`config.mk`:
```
export PLATFORM = sky130hd
export DESIGN_NAME = tlb_unit_flat
export DESIGN_NICKNAME = d
export VERILOG_FILES = /design/src/rtl/tlb_unit_if.sv /design/src/rtl/tlb_unit.sv /design/src/flat_wrapper.sv
export SDC_FILE = /design/constraint.sdc
export NUM_CORES = 2
export LEC_CHECK = 0
export BUFFER_PORTS_ARGS = -buffer_cell sky130_fd_sc_hd__buf_2
export CORE_ASPECT_RATIO = 1.1
export CORE_MARGIN = 1
export CORE_UTILIZATION = 45
export DETAILED_ROUTE_END_ITERATION = 12
export SLEW_MARGIN = 20
export SYNTH_ARGS = -nofsm -noshare
export SYNTH_HDL_FRONTEND = slang
export SYNTH_SLANG_ARGS = --single-unit
```
`constraint.sdc`:
```
create_clock -name clk -period 3.7 [get_ports clk]
set_input_delay 0.185 -clock clk [delete_from_list [all_inputs] [get_ports clk]]
set_output_delay 0.185 -clock clk [all_outputs]
set_load 0.05 [all_outputs]
```
`src/rtl/tlb_unit_if.sv`:
```
// Bus bundle for tlb_unit: CP0 entry access, probe control/result, translation lookup.
// Strobes are single-cycle; each result is qualified by its own valid pulse.
interface tlb_unit_if;
    logic [85:0] cp0_tlb_conf_out;
    logic [3:0]  cp0_index;
    logic [3:0]  cp0_random;
    logic        tlbwi;
    logic        tlbwr;
    logic        tlbr;
    logic        tlbp_req;
    logic [85:0] cp0_tlb_conf_in;
    logic        tlbr_valid;
    logic        tlb_busy;
    logic        probe_done;
    logic        miss_probe;
    logic [3:0]  matched_index_probe;
    logic        lookup_req;
    logic [31:0] lookup_vaddr;
    logic [7:0]  lookup_asid;
    logic        lookup_valid;
    logic [31:0] lookup_paddr;
    logic        lookup_miss;
    logic        lookup_invalid;
    logic        lookup_dirty;
    logic        lookup_cached;
    logic [1:0]  probe_state;

    modport master (
        output cp0_tlb_conf_out, cp0_index, cp0_random, tlbwi, tlbwr, tlbr, tlbp_req,
        output lookup_req, lookup_vaddr, lookup_asid,
        input  cp0_tlb_conf_in, tlbr_valid, tlb_busy, probe_done, miss_probe,
        input  matched_index_probe, lookup_valid, lookup_paddr, lookup_miss,
        input  lookup_invalid, lookup_dirty, lookup_cached, probe_state
    );

    modport slave (
        input  cp0_tlb_conf_out, cp0_index, cp0_random, tlbwi, tlbwr, tlbr, tlbp_req,
        input  lookup_req, lookup_vaddr, lookup_asid,
        output cp0_tlb_conf_in, tlbr_valid, tlb_busy, probe_done, miss_probe,
        output matched_index_probe, lookup_valid, lookup_paddr, lookup_miss,
        output lookup_invalid, lookup_dirty, lookup_cached, probe_state
    );
endinterface

```
`src/rtl/tlb_unit.sv`:
```
// 16-entry MIPS-style TLB: indexed/random write, read, probe FSM and 1-cycle lookup.
// Define TLB_FAST_PROBE_EN to compare all entries in a single SCAN cycle.
module tlb_unit (
    input  logic           clk,
    input  logic           rst_n,
    tlb_unit_if.slave      bus
);
    typedef enum logic [1:0] {IDLE = 2'd0, SCAN = 2'd1, DONE = 2'd2} probe_state_t;

    logic [85:0]  entries [16];
    probe_state_t state_q, state_d;
    logic [3:0]   scan_idx_q, scan_idx_d;
    logic [18:0]  key_vpn_q;
    logic [7:0]   key_asid_q;
    logic         miss_q;
    logic [3:0]   matched_q;
    logic         set_result;
    logic         result_miss;
    logic [3:0]   result_idx;
    logic         scan_hit;
    logic [3:0]   scan_hit_idx;
    logic         scan_last;
    logic         lk_hit;
    logic [3:0]   lk_idx;
    logic [19:0]  lk_pfn;
    logic [2:0]   lk_c;
    logic         lk_d;
    logic         lk_v;

    // tag = entry[85:58] = {VPN2, G, ASID}
    function automatic logic entry_match(input logic [27:0] tag, input logic [18:0] vpn,
                                         input logic [7:0] asid);
        return (tag[27:9] == vpn) && (tag[8] || (tag[7:0] == asid));
    endfunction

    always_ff @(posedge clk or negedge rst_n) begin
        if (!rst_n) begin
            for (int i = 0; i < 16; i++) entries[i] <= '0;
        end else if (bus.tlbwi) begin
            entries[bus.cp0_index] <= bus.cp0_tlb_conf_out;
        end else if (bus.tlbwr) begin
            entries[bus.cp0_random] <= bus.cp0_tlb_conf_out;
        end
    end

    // Read port samples before the same-edge write lands, so it returns old contents.
    always_ff @(posedge clk or negedge rst_n) begin
        if (!rst_n) begin
            bus.tlbr_valid      <= 1'b0;
            bus.cp0_tlb_conf_in <= '0;
        end else begin
            bus.tlbr_valid <= bus.tlbr;
            if (bus.tlbr) bus.cp0_tlb_conf_in <= entries[bus.cp0_index];
        end
    end

    // Descending loop so the lowest matching index is the one left standing.
    always_comb begin
        lk_hit = 1'b0;
        lk_idx = '0;
        for (int i = 15; i >= 0; i--) begin
            if (entry_match(entries[i][85:58], bus.lookup_vaddr[31:13], bus.lookup_asid)) begin
                lk_hit = 1'b1;
                lk_idx = 4'(i);
            end
        end
    end

    always_comb begin
        if (bus.lookup_vaddr[12]) begin
            lk_pfn = entries[lk_idx][24:5];
            lk_c   = entries[lk_idx][4:2];
            lk_d   = entries[lk_idx][1];
            lk_v   = entries[lk_idx][0];
        end else begin
            lk_pfn = entries[lk_idx][53:34];
            lk_c   = entries[lk_idx][33:31];
            lk_d   = entries[lk_idx][30];
            lk_v   = entries[lk_idx][29];
        end
    end

    always_ff @(posedge clk or negedge rst_n) begin
        if (!rst_n) begin
            bus.lookup_valid   <= 1'b0;
            bus.lookup_paddr   <= '0;
            bus.lookup_miss    <= 1'b0;
            bus.lookup_invalid <= 1'b0;
            bus.lookup_dirty   <= 1'b0;
            bus.lookup_cached  <= 1'b0;
        end else begin
            bus.lookup_valid <= bus.lookup_req;
            if (bus.lookup_req) begin
                bus.lookup_paddr   <= lk_hit ? {lk_pfn, bus.lookup_vaddr[11:0]} : 32'd0;
                bus.lookup_miss    <= !lk_hit;
                bus.lookup_invalid <= lk_hit && !lk_v;
                bus.lookup_dirty   <= lk_hit && lk_d;
                bus.lookup_cached  <= lk_hit && (lk_c != 3'd2);
            end
        end
    end

`ifdef TLB_FAST_PROBE_EN
    always_comb begin
        scan_hit     = 1'b0;
        scan_hit_idx = '0;
        for (int i = 15; i >= 0; i--) begin
            if (entry_match(entries[i][85:58], key_vpn_q, key_asid_q)) begin
                scan_hit     = 1'b1;
                scan_hit_idx = 4'(i);
            end
        end
    end
    assign scan_last = 1'b1;
`else
    assign scan_hit     = entry_match(entries[scan_idx_q][85:58], key_vpn_q, key_asid_q);
    assign scan_hit_idx = scan_idx_q;
    assign scan_last    = (scan_idx_q == 4'hF);
`endif

    always_comb begin
        state_d     = state_q;
        scan_idx_d  = scan_idx_q;
        set_result  = 1'b0;
        result_miss = 1'b0;
        result_idx  = '0;
        case (state_q)
            IDLE: begin
                if (bus.tlbp_req) begin
                    state_d    = SCAN;
                    scan_idx_d = '0;
                end
            end
            SCAN: begin
                if (scan_hit) begin
                    set_result = 1'b1;
                    result_idx = scan_hit_idx;
                    state_d    = DONE;
                end else if (scan_last) begin
                    set_result  = 1'b1;
                    result_miss = 1'b1;
                    state_d     = DONE;
                end else begin
                    scan_idx_d = scan_idx_q + 4'd1;
                end
            end
            DONE:    state_d = IDLE;
            default: state_d = IDLE;
        endcase
    end

    always_ff @(posedge clk or negedge rst_n) begin
        if (!rst_n) begin
            state_q    <= IDLE;
            scan_idx_q <= '0;
            key_vpn_q  <= '0;
            key_asid_q <= '0;
            miss_q     <= 1'b0;
            matched_q  <= '0;
        end else begin
            state_q    <= state_d;
            scan_idx_q <= scan_idx_d;
            if (state_q == IDLE && bus.tlbp_req) begin
                key_vpn_q  <= bus.cp0_tlb_conf_out[85:67];
                key_asid_q <= bus.cp0_tlb_conf_out[65:58];
            end
            if (set_result) begin
                miss_q    <= result_miss;
                matched_q <= result_idx;
            end
        end
    end

    assign bus.tlb_busy            = (state_q != IDLE);
    assign bus.probe_done          = (state_q == DONE);
    assign bus.miss_probe          = miss_q;
    assign bus.matched_index_probe = matched_q;
    assign bus.probe_state         = state_q;
endmodule

```
`src/flat_wrapper.sv`:
```
// flat-port wrapper written by rule: the top's interface ports become plain ports
module tlb_unit_flat 
  (clk, rst_n, bus_cp0_tlb_conf_out, bus_cp0_index, bus_cp0_random, bus_tlbwi, bus_tlbwr, bus_tlbr, bus_tlbp_req, bus_lookup_req, bus_lookup_vaddr, bus_lookup_asid, bus_cp0_tlb_conf_in, bus_tlbr_valid, bus_tlb_busy, bus_probe_done, bus_miss_probe, bus_matched_index_probe, bus_lookup_valid, bus_lookup_paddr, bus_lookup_miss, bus_lookup_invalid, bus_lookup_dirty, bus_lookup_cached, bus_probe_state);
  tlb_unit_if bus_i ();
  input  logic clk;
  input  logic rst_n;
  input wire logic [$bits(bus_i.cp0_tlb_conf_out)-1:0] bus_cp0_tlb_conf_out;
  input wire logic [$bits(bus_i.cp0_index)-1:0] bus_cp0_index;
  input wire logic [$bits(bus_i.cp0_random)-1:0] bus_cp0_random;
  input wire logic [$bits(bus_i.tlbwi)-1:0] bus_tlbwi;
  input wire logic [$bits(bus_i.tlbwr)-1:0] bus_tlbwr;
  input wire logic [$bits(bus_i.tlbr)-1:0] bus_tlbr;
  input wire logic [$bits(bus_i.tlbp_req)-1:0] bus_tlbp_req;
  input wire logic [$bits(bus_i.lookup_req)-1:0] bus_lookup_req;
  input wire logic [$bits(bus_i.lookup_vaddr)-1:0] bus_lookup_vaddr;
  input wire logic [$bits(bus_i.lookup_asid)-1:0] bus_lookup_asid;
  output wire logic [$bits(bus_i.cp0_tlb_conf_in)-1:0] bus_cp0_tlb_conf_in;
  output wire logic [$bits(bus_i.tlbr_valid)-1:0] bus_tlbr_valid;
  output wire logic [$bits(bus_i.tlb_busy)-1:0] bus_tlb_busy;
  output wire logic [$bits(bus_i.probe_done)-1:0] bus_probe_done;
  output wire logic [$bits(bus_i.miss_probe)-1:0] bus_miss_probe;
  output wire logic [$bits(bus_i.matched_index_probe)-1:0] bus_matched_index_probe;
  output wire logic [$bits(bus_i.lookup_valid)-1:0] bus_lookup_valid;
  output wire logic [$bits(bus_i.lookup_paddr)-1:0] bus_lookup_paddr;
  output wire logic [$bits(bus_i.lookup_miss)-1:0] bus_lookup_miss;
  output wire logic [$bits(bus_i.lookup_invalid)-1:0] bus_lookup_invalid;
  output wire logic [$bits(bus_i.lookup_dirty)-1:0] bus_lookup_dirty;
  output wire logic [$bits(bus_i.lookup_cached)-1:0] bus_lookup_cached;
  output wire logic [$bits(bus_i.probe_state)-1:0] bus_probe_state;
  assign bus_i.cp0_tlb_conf_out = bus_cp0_tlb_conf_out;
  assign bus_i.cp0_index = bus_cp0_index;
  assign bus_i.cp0_random = bus_cp0_random;
  assign bus_i.tlbwi = bus_tlbwi;
  assign bus_i.tlbwr = bus_tlbwr;
  assign bus_i.tlbr = bus_tlbr;
  assign bus_i.tlbp_req = bus_tlbp_req;
  assign bus_i.lookup_req = bus_lookup_req;
  assign bus_i.lookup_vaddr = bus_lookup_vaddr;
  assign bus_i.lookup_asid = bus_lookup_asid;
  assign bus_cp0_tlb_conf_in = bus_i.cp0_tlb_conf_in;
  assign bus_tlbr_valid = bus_i.tlbr_valid;
  assign bus_tlb_busy = bus_i.tlb_busy;
  assign bus_probe_done = bus_i.probe_done;
  assign bus_miss_probe = bus_i.miss_probe;
  assign bus_matched_index_probe = bus_i.matched_index_probe;
  assign bus_lookup_valid = bus_i.lookup_valid;
  assign bus_lookup_paddr = bus_i.lookup_paddr;
  assign bus_lookup_miss = bus_i.lookup_miss;
  assign bus_lookup_invalid = bus_i.lookup_invalid;
  assign bus_lookup_dirty = bus_i.lookup_dirty;
  assign bus_lookup_cached = bus_i.lookup_cached;
  assign bus_probe_state = bus_i.probe_state;
  tlb_unit u_core (.clk(clk), .rst_n(rst_n), .bus(bus_i));
endmodule
```
# [Word level (Yosys, flattened, before mapping)]
# Index checks and enable logic that the tools add are counted.
[op_classes] magnitude_cmp=6 eq_ne=42 n_reduce_logical=48 bitwise_logic=4 n_addsub=1 mux=69
[op_table] operator="bitwise mux 1376 bit" count=2
[op_table] operator="2-to-1 mux 1376 bit" count=2
[op_table] operator="binary-select mux 86 bit (select 4 bit)" count=3
[op_table] operator="demux 86 bit (select 4 bit)" count=2
[op_table] operator="2-to-1 mux 86 bit" count=6
[op_table] operator="== test 19 bit" count=17
[op_table] operator="== test 8 bit" count=17
[op_table] operator="2-to-1 mux 54 bit" count=2
[op_table] operator="2-to-1 mux 4 bit" count=21
[op_table] operator="2-to-1 mux 32 bit" count=1
[op_table] operator="logical AND 1 bit" count=23
[op_table] operator="2-to-1 mux 1 bit" count=23
[op_table] operator=">= comparator 5 bit (second input constant)" count=4
[op_table] operator="2-to-1 mux 20 bit" count=1
[op_table] operator="NOT 4 -> 5 bit" count=4
[op_table] operator="logical OR 1 bit" count=17
[op_table] operator="less-than comparator 5 x 1 -> 1 bit (second input constant)" count=2
[op_table] operator="one-hot mux 4 bit (2 select lines)" count=1
[op_table] operator="2-to-1 mux 2 bit" count=3
[op_table] operator="inequality test 2 bit (second input constant)" count=3
[op_table] operator="nonzero test 2 bit" count=3
[op_table] operator="adder 4 x 1 -> 4 bit (second input constant)" count=1
[op_table] operator="== test 4 bit (second input constant)" count=1
[op_table] operator="one-hot mux 2 bit (2 select lines)" count=1
[op_table] operator="other kinds (9)" count=10
[totals] out_inout_bits=133 input_bits=141 word_cells=200 regBits=1538

# [Depth between registers and ports, before layout]
[depth] depth_word=26 ltp_mapped=18 ltp_nobuf=12

# [Least setup slack after synthesis]
# No wires, ideal clock.
[synth_timing] path_type="input port to flip-flop" from="input bus_lookup_vaddr[26]" to="register u_core.bus.lookup_paddr[20]" t_arrival_ns=3.275 setup_ns=0.120 path_buffers=6 stages=17 slack_ns=0.305 required_time_ns=3.580 cell_sequence="buf_2 > buf_2 > xor2_1 > nor4_1 > nand2_1 > or4_1 > a211oi_1 > o311ai_1 > a21boi_1 > buf_4 > buf_6 > buf_6 > buf_2 > mux4_2 > a21oi_1 > nor3_1 > a31o_1"
[synth_via] elab_chain_cells=24 word_cells_on_any_way=70 cone_classes="eq/ne (16); mux (37); bitwise (1); reduce/logical (16)"
[synth_lines] item="from (decl)" line="flat_wrapper.sv:15" source="input wire logic [$bits(bus_i.lookup_vaddr)-1:0] bus_lookup_vaddr;"
[synth_lines] item="== test 19 bit" line="tlb_unit.sv:33" source="return (tag[27:9] == vpn) && (tag[8] || (tag[7:0] == asid));"
[synth_lines] item="logical AND 1 bit" line="tlb_unit.sv:33"
[synth_lines] item="2-to-1 mux 4 bit (16 in series)" line="tlb_unit.sv:62" source="if (entry_match(entries[i][85:58], bus.lookup_vaddr[31:13], bus.lookup_asid)) begin"
[synth_lines] item="NOT 4 -> 5 bit (implied by the code)" line="tlb_unit.sv:71, tlb_unit.sv:76"
[synth_lines] item="binary-select mux 86 bit (select 4 bit)" line="tlb_unit.sv:71, tlb_unit.sv:76"
[synth_lines] item="2-to-1 mux 54 bit (implied by the code) (2 in series)" line="tlb_unit.sv:71" source="lk_pfn = entries[lk_idx][24:5];"
[synth_lines] item="2-to-1 mux 20 bit" line="tlb_unit.sv:70" source="if (bus.lookup_vaddr[12]) begin"
[synth_lines] item="2-to-1 mux 32 bit (*)" line="tlb_unit.sv:94" source="bus.lookup_paddr <= lk_hit ? {lk_pfn, bus.lookup_vaddr[11:0]} : 32'd0;"
[synth_lines] item="to (signal assigned)" line="tlb_unit.sv:94"
[synth_lines] item="to (decl)" line="tlb_unit_if.sv:40" source="output matched_index_probe, lookup_valid, lookup_paddr, lookup_miss,"
# Every way passes the cells marked *; elsewhere a longest branch is shown, timed or not. The select of a mux whose other input is x is not followed.
# A chain may end at the register's enable or synchronous reset.

# [Worst setup path after layout]
[layout_timing] from="register u_core.entries[243] (netlist name)" to="register u_core.bus.lookup_paddr[25]"
[layout_via] elab_chain_cells=22 word_cells_on_any_way=36 cone_classes="eq/ne (1); mux (33); bitwise (1); reduce/logical (1)"
[layout_lines] item="from (decl)" line="tlb_unit.sv:10" source="logic [85:0] entries [16];"
[layout_lines] item="from (signal, indexed assignment)" line="tlb_unit.sv:40" source="entries[bus.cp0_index] <= bus.cp0_tlb_conf_out;"
[layout_lines] item="from (signal, indexed assignment)" line="tlb_unit.sv:42" source="entries[bus.cp0_random] <= bus.cp0_tlb_conf_out;"
[layout_lines] item="== test 19 bit (*)" line="tlb_unit.sv:33"
[layout_lines] item="logical AND 1 bit (*)" line="tlb_unit.sv:33"
[layout_lines] item="2-to-1 mux 4 bit (14 in series)" line="tlb_unit.sv:62"
[layout_lines] item="NOT 4 -> 5 bit (implied by the code)" line="tlb_unit.sv:71, tlb_unit.sv:76"
[layout_lines] item="binary-select mux 86 bit (select 4 bit)" line="tlb_unit.sv:71, tlb_unit.sv:76"
[layout_lines] item="2-to-1 mux 54 bit (implied by the code) (2 in series)" line="tlb_unit.sv:71"
[layout_lines] item="2-to-1 mux 20 bit" line="tlb_unit.sv:70"
[layout_lines] item="2-to-1 mux 32 bit (*)" line="tlb_unit.sv:94"
# Marks and branches as above.

==> impl_metrics.toml <==
[timing]
relSlewSlack_pct = 24.41
worstMarginPinSlew_ns = 1.134
whs_ns = -0.03674
worst_slack_ns = -0.6233
rsz0062_at_grt = "true"
period_share_pct = 116.8
period_needed_ns = 4.323
finClkSkew_ns = 0.03841
drv_slew = 0
finalSetupTns_ns = -10.66
setup_viol = 25
max_freq_mhz = 231.3
hold_viol = 18

[routing]
routedWlPerCell_um = 32.69
antenna_left = 0
wl_um = 310600
vias = 59890
vias_per_cell = 6.304
route.detailed.drc = 0
drt_iter0_markers = 5936
firstDrtPassIters = 5

[critical_path]
cp_slowest_cell = "a22oi_2"
r2r_slack_ns = -0.62
crit_type = "flop to flop"
timing.rr.start = "u_core.entries[243]"
end_kind = "flop"
crit_path_start_kind = "flop"
r2r_end = "u_core.bus.lookup_paddr[25]"
slowest_delay_ns = 0.60
crit_required_ns = 4.51
cp_data_arrival_time_ns = 5.13
worstPathCellList = "xor2_2, nor4_2, buf_4, nand2_1, buf_6, or4_1, o211ai_1, buf_4, a221oi_4, buf_12, buf_4, o21bai_1, buf_4, nor2_4, buf_12, a22oi_2, o211a_1, o22a_4, a31o_1"
critPathMaxFanout = 6
reg2reg_depth = 19
crit_top_cell = "buf_4"

[power_and_ir_drop]
totalPowerFinal_uw = 67020
max-vdd-ir-drop_v = 0.0005294
power.static_leakage_uw = 0.04438
p_per_area_mw_per_mm2 = 639.6

[die]
start_util_pct = 45.29
die_w_um = 412.2
io_pins = 274
dieArea_mm2 = 0.1869
rows = 165
core_area_mm2 = 0.1839
die_h_um = 453.3

[placement]
routabilityCongestion = 0.9879
dpl.hpwl_um = 199900
dp_cells = 8993
place_ws_ns = -1.566
place.port_buffers = 273

[global_routing]
grtUsageTotal_pct = 32.91
antenna_found_initial = 38
overflow = 0
grt_max_degree = 105
grt_pass1_wl_um = 445200
grt_pass1_vias = 60920

[clock_network]
ctsHtreeMaxLevel = 4
clock_latency_ns = 0.87
path_clk_slew_ns = 0.06
cts_tree = "yes"
cts_buffer_depth = 3
cts.sinks = 1538
cts-buffers-inserted = 173
cts_root_buf = "clkbuf_16"

[final_layout]
layout.nets = 7078
final_cell_mix = "mux2_2, dfrtp_1, buf_4, mux4_2, xor2_1"
syn_to_final_growth_pct = 25.78
layout-drive-gt1-share_pct = 56.42
fin_cells = 9500
final_common_cell = "mux2_2"

[run_status]
violations = "negative hold slack, negative setup slack"
status = "complete, but fails checks"

[synth]
synthTopCellsByArea = "dfrtp_1, mux2_2, mux4_2"
dominantRegCellSynth = "dfrtp_1"
synth-edff-count = 0
synth_top_area_cell = "dfrtp_1"
synthArstFlopShare_pct = 100.0
synth.net_count = 6018
synth_seq_cells = 1538
synth_top_area_share_pct = 46.20
syn-cell-area_mm2 = 0.08331
syn_inst = 5876
avgSynthCellArea_um2 = 14.18
yosys_warnings = 0
ys_types = 66
ys_seq_area_share_pct = 46.20

[flow_run]
max-cap-violations = 0

[hold_path]
worstHoldPathType = "primary input to async pin"
-- cell families after synthesis --
kind of cell / Yosys count / synth area share (%)
compound gates: 486 / 4.267
xor+xnor: 461 / 4.847
fa+ha+maj: 1 / 0.01502
buf+inv: 594 / 3.119
flops: 1538 / 46.20
mux: 2349 / 38.62
simple gates: 447 / 2.935
-- flip-flops by register name (all words and copies together), names as in the netlist --
signal,cells
u_core.bus.matched_index_probe,4
u_core.key_asid_q,8
u_core.bus.lookup_dirty,1
u_core.bus.miss_probe,1
u_core.entries,1376
u_core.bus.lookup_invalid,1
u_core.scan_hit_idx,4
u_core.bus.probe_state,2
u_core.bus.lookup_miss,1
u_core.key_vpn_q,19
u_core.bus.lookup_valid,1
u_core.bus.lookup_cached,1
u_core.bus.lookup_paddr,32
u_core.bus.cp0_tlb_conf_in,86
u_core.bus.tlbr_valid,1
-- worst max-delay path by stage --
| stage | slack (ns) | startpoint | to | cells past startpoint |
|---|---|---|---|---|
| after floorplan | 0.31 | bus_lookup_vaddr[26] | u_core.bus.lookup_paddr[20] | 17 |
| after global placement | -1.52 | bus_lookup_asid[6] | u_core.bus.lookup_paddr[25] | 17 |
| after detailed placement | -1.57 | bus_lookup_asid[6] | u_core.bus.lookup_paddr[25] | 17 |
| after CTS | -0.42 | u_core.entries[757] | u_core.bus.lookup_paddr[29] | 18 |
| after global routing | -0.64 | u_core.entries[243] | u_core.bus.lookup_paddr[25] | 19 |
| final | -0.62 | u_core.entries[243] | u_core.bus.lookup_paddr[25] | 19 |
-- power by group --
group	switching, uW	internal [uW]	leakage [uW]
clock network	7510	10100	0.00281
registers	3720	21400	0.0187
logic	11600	12600	0.0229
total	22900	44100	0.0444
-- stage by stage --
step	util [%]	area (um^2)	hold WS [ns]
detailed placement	51.40	94540	0.2856
floorplan	-	83310	-0.1106
global route	56.96	104800	0.02336
global placement	51.39	94540	0.2821
CTS	56.20	103400	0.008192
finish	56.96	104800	-0.03674
-- critical path, delay by kind of cell, from the launching register on --
family | cells | cell delay, ns
buf+inv | 7 | 1.10
compound gates | 7 | 1.62
xor+xnor | 1 | 0.21
simple gates | 4 | 0.90
flops | 1 | 0.42
-- layout make-up --
cell class	count	area (um^2)
well taps	2421	3029
clock inverters	55	784.5
clock buffers	253	4940
multi-input cells	3744	44480
repair buffers	1443	12890
inverters	36	135.1
diodes	10	25.02
fillers	14810	79160
flip-flops and latches	1538	38500
-- what timing repair did --
item / in CTS / in global routing
gates cloned: 8 / 13
endpoints found under the hold margin: 1667 / 0
gates resized for setup: 306 / 182
pin swaps: 68 / 90
setup endpoints to repair: 47 / 33
buffers inserted: 50 / 51
hold buffers: 104 / 0
-- cells in the mapped netlist, types with 23 or more instances --
| cell | count |
|---|---|
| buf_1 | 58 |
| nor3_1 | 36 |
| nand3_1 | 33 |
| dfrtp_1 | 1538 |
| o221ai_1 | 43 |
| inv_1 | 36 |
| nand2_1 | 96 |
| xnor2_1 | 58 |
| nor4_1 | 110 |
| buf_2 | 82 |
| mux2_2 | 1553 |
| o21ai_0 | 30 |
| mux4_2 | 537 |
| mux2i_1 | 259 |
| a22oi_1 | 77 |
| nor2b_1 | 27 |
| o22ai_1 | 63 |
| buf_4 | 23 |
| a221oi_1 | 35 |
| clkbuf_1 | 371 |
| nor2_1 | 44 |
| xor2_1 | 403 |
| a211oi_1 | 25 |
| nand2b_1 | 23 |
| buf_6 | 24 |
| a21oi_1 | 93 |
-- per-layer routing --
layer	part of all wire (%)	wire, um	track usage [%]	vias to the layer above
met4	5.5	17000	16.35	36
met1	40	125500	43.79	32090
met5	0.069	213	0	-
met2	47	145400	51.34	2588
li1	-	-	-	24500
met3	7.2	22430	6.570	679
Note: power is estimated with default switching activity, not from simulation.
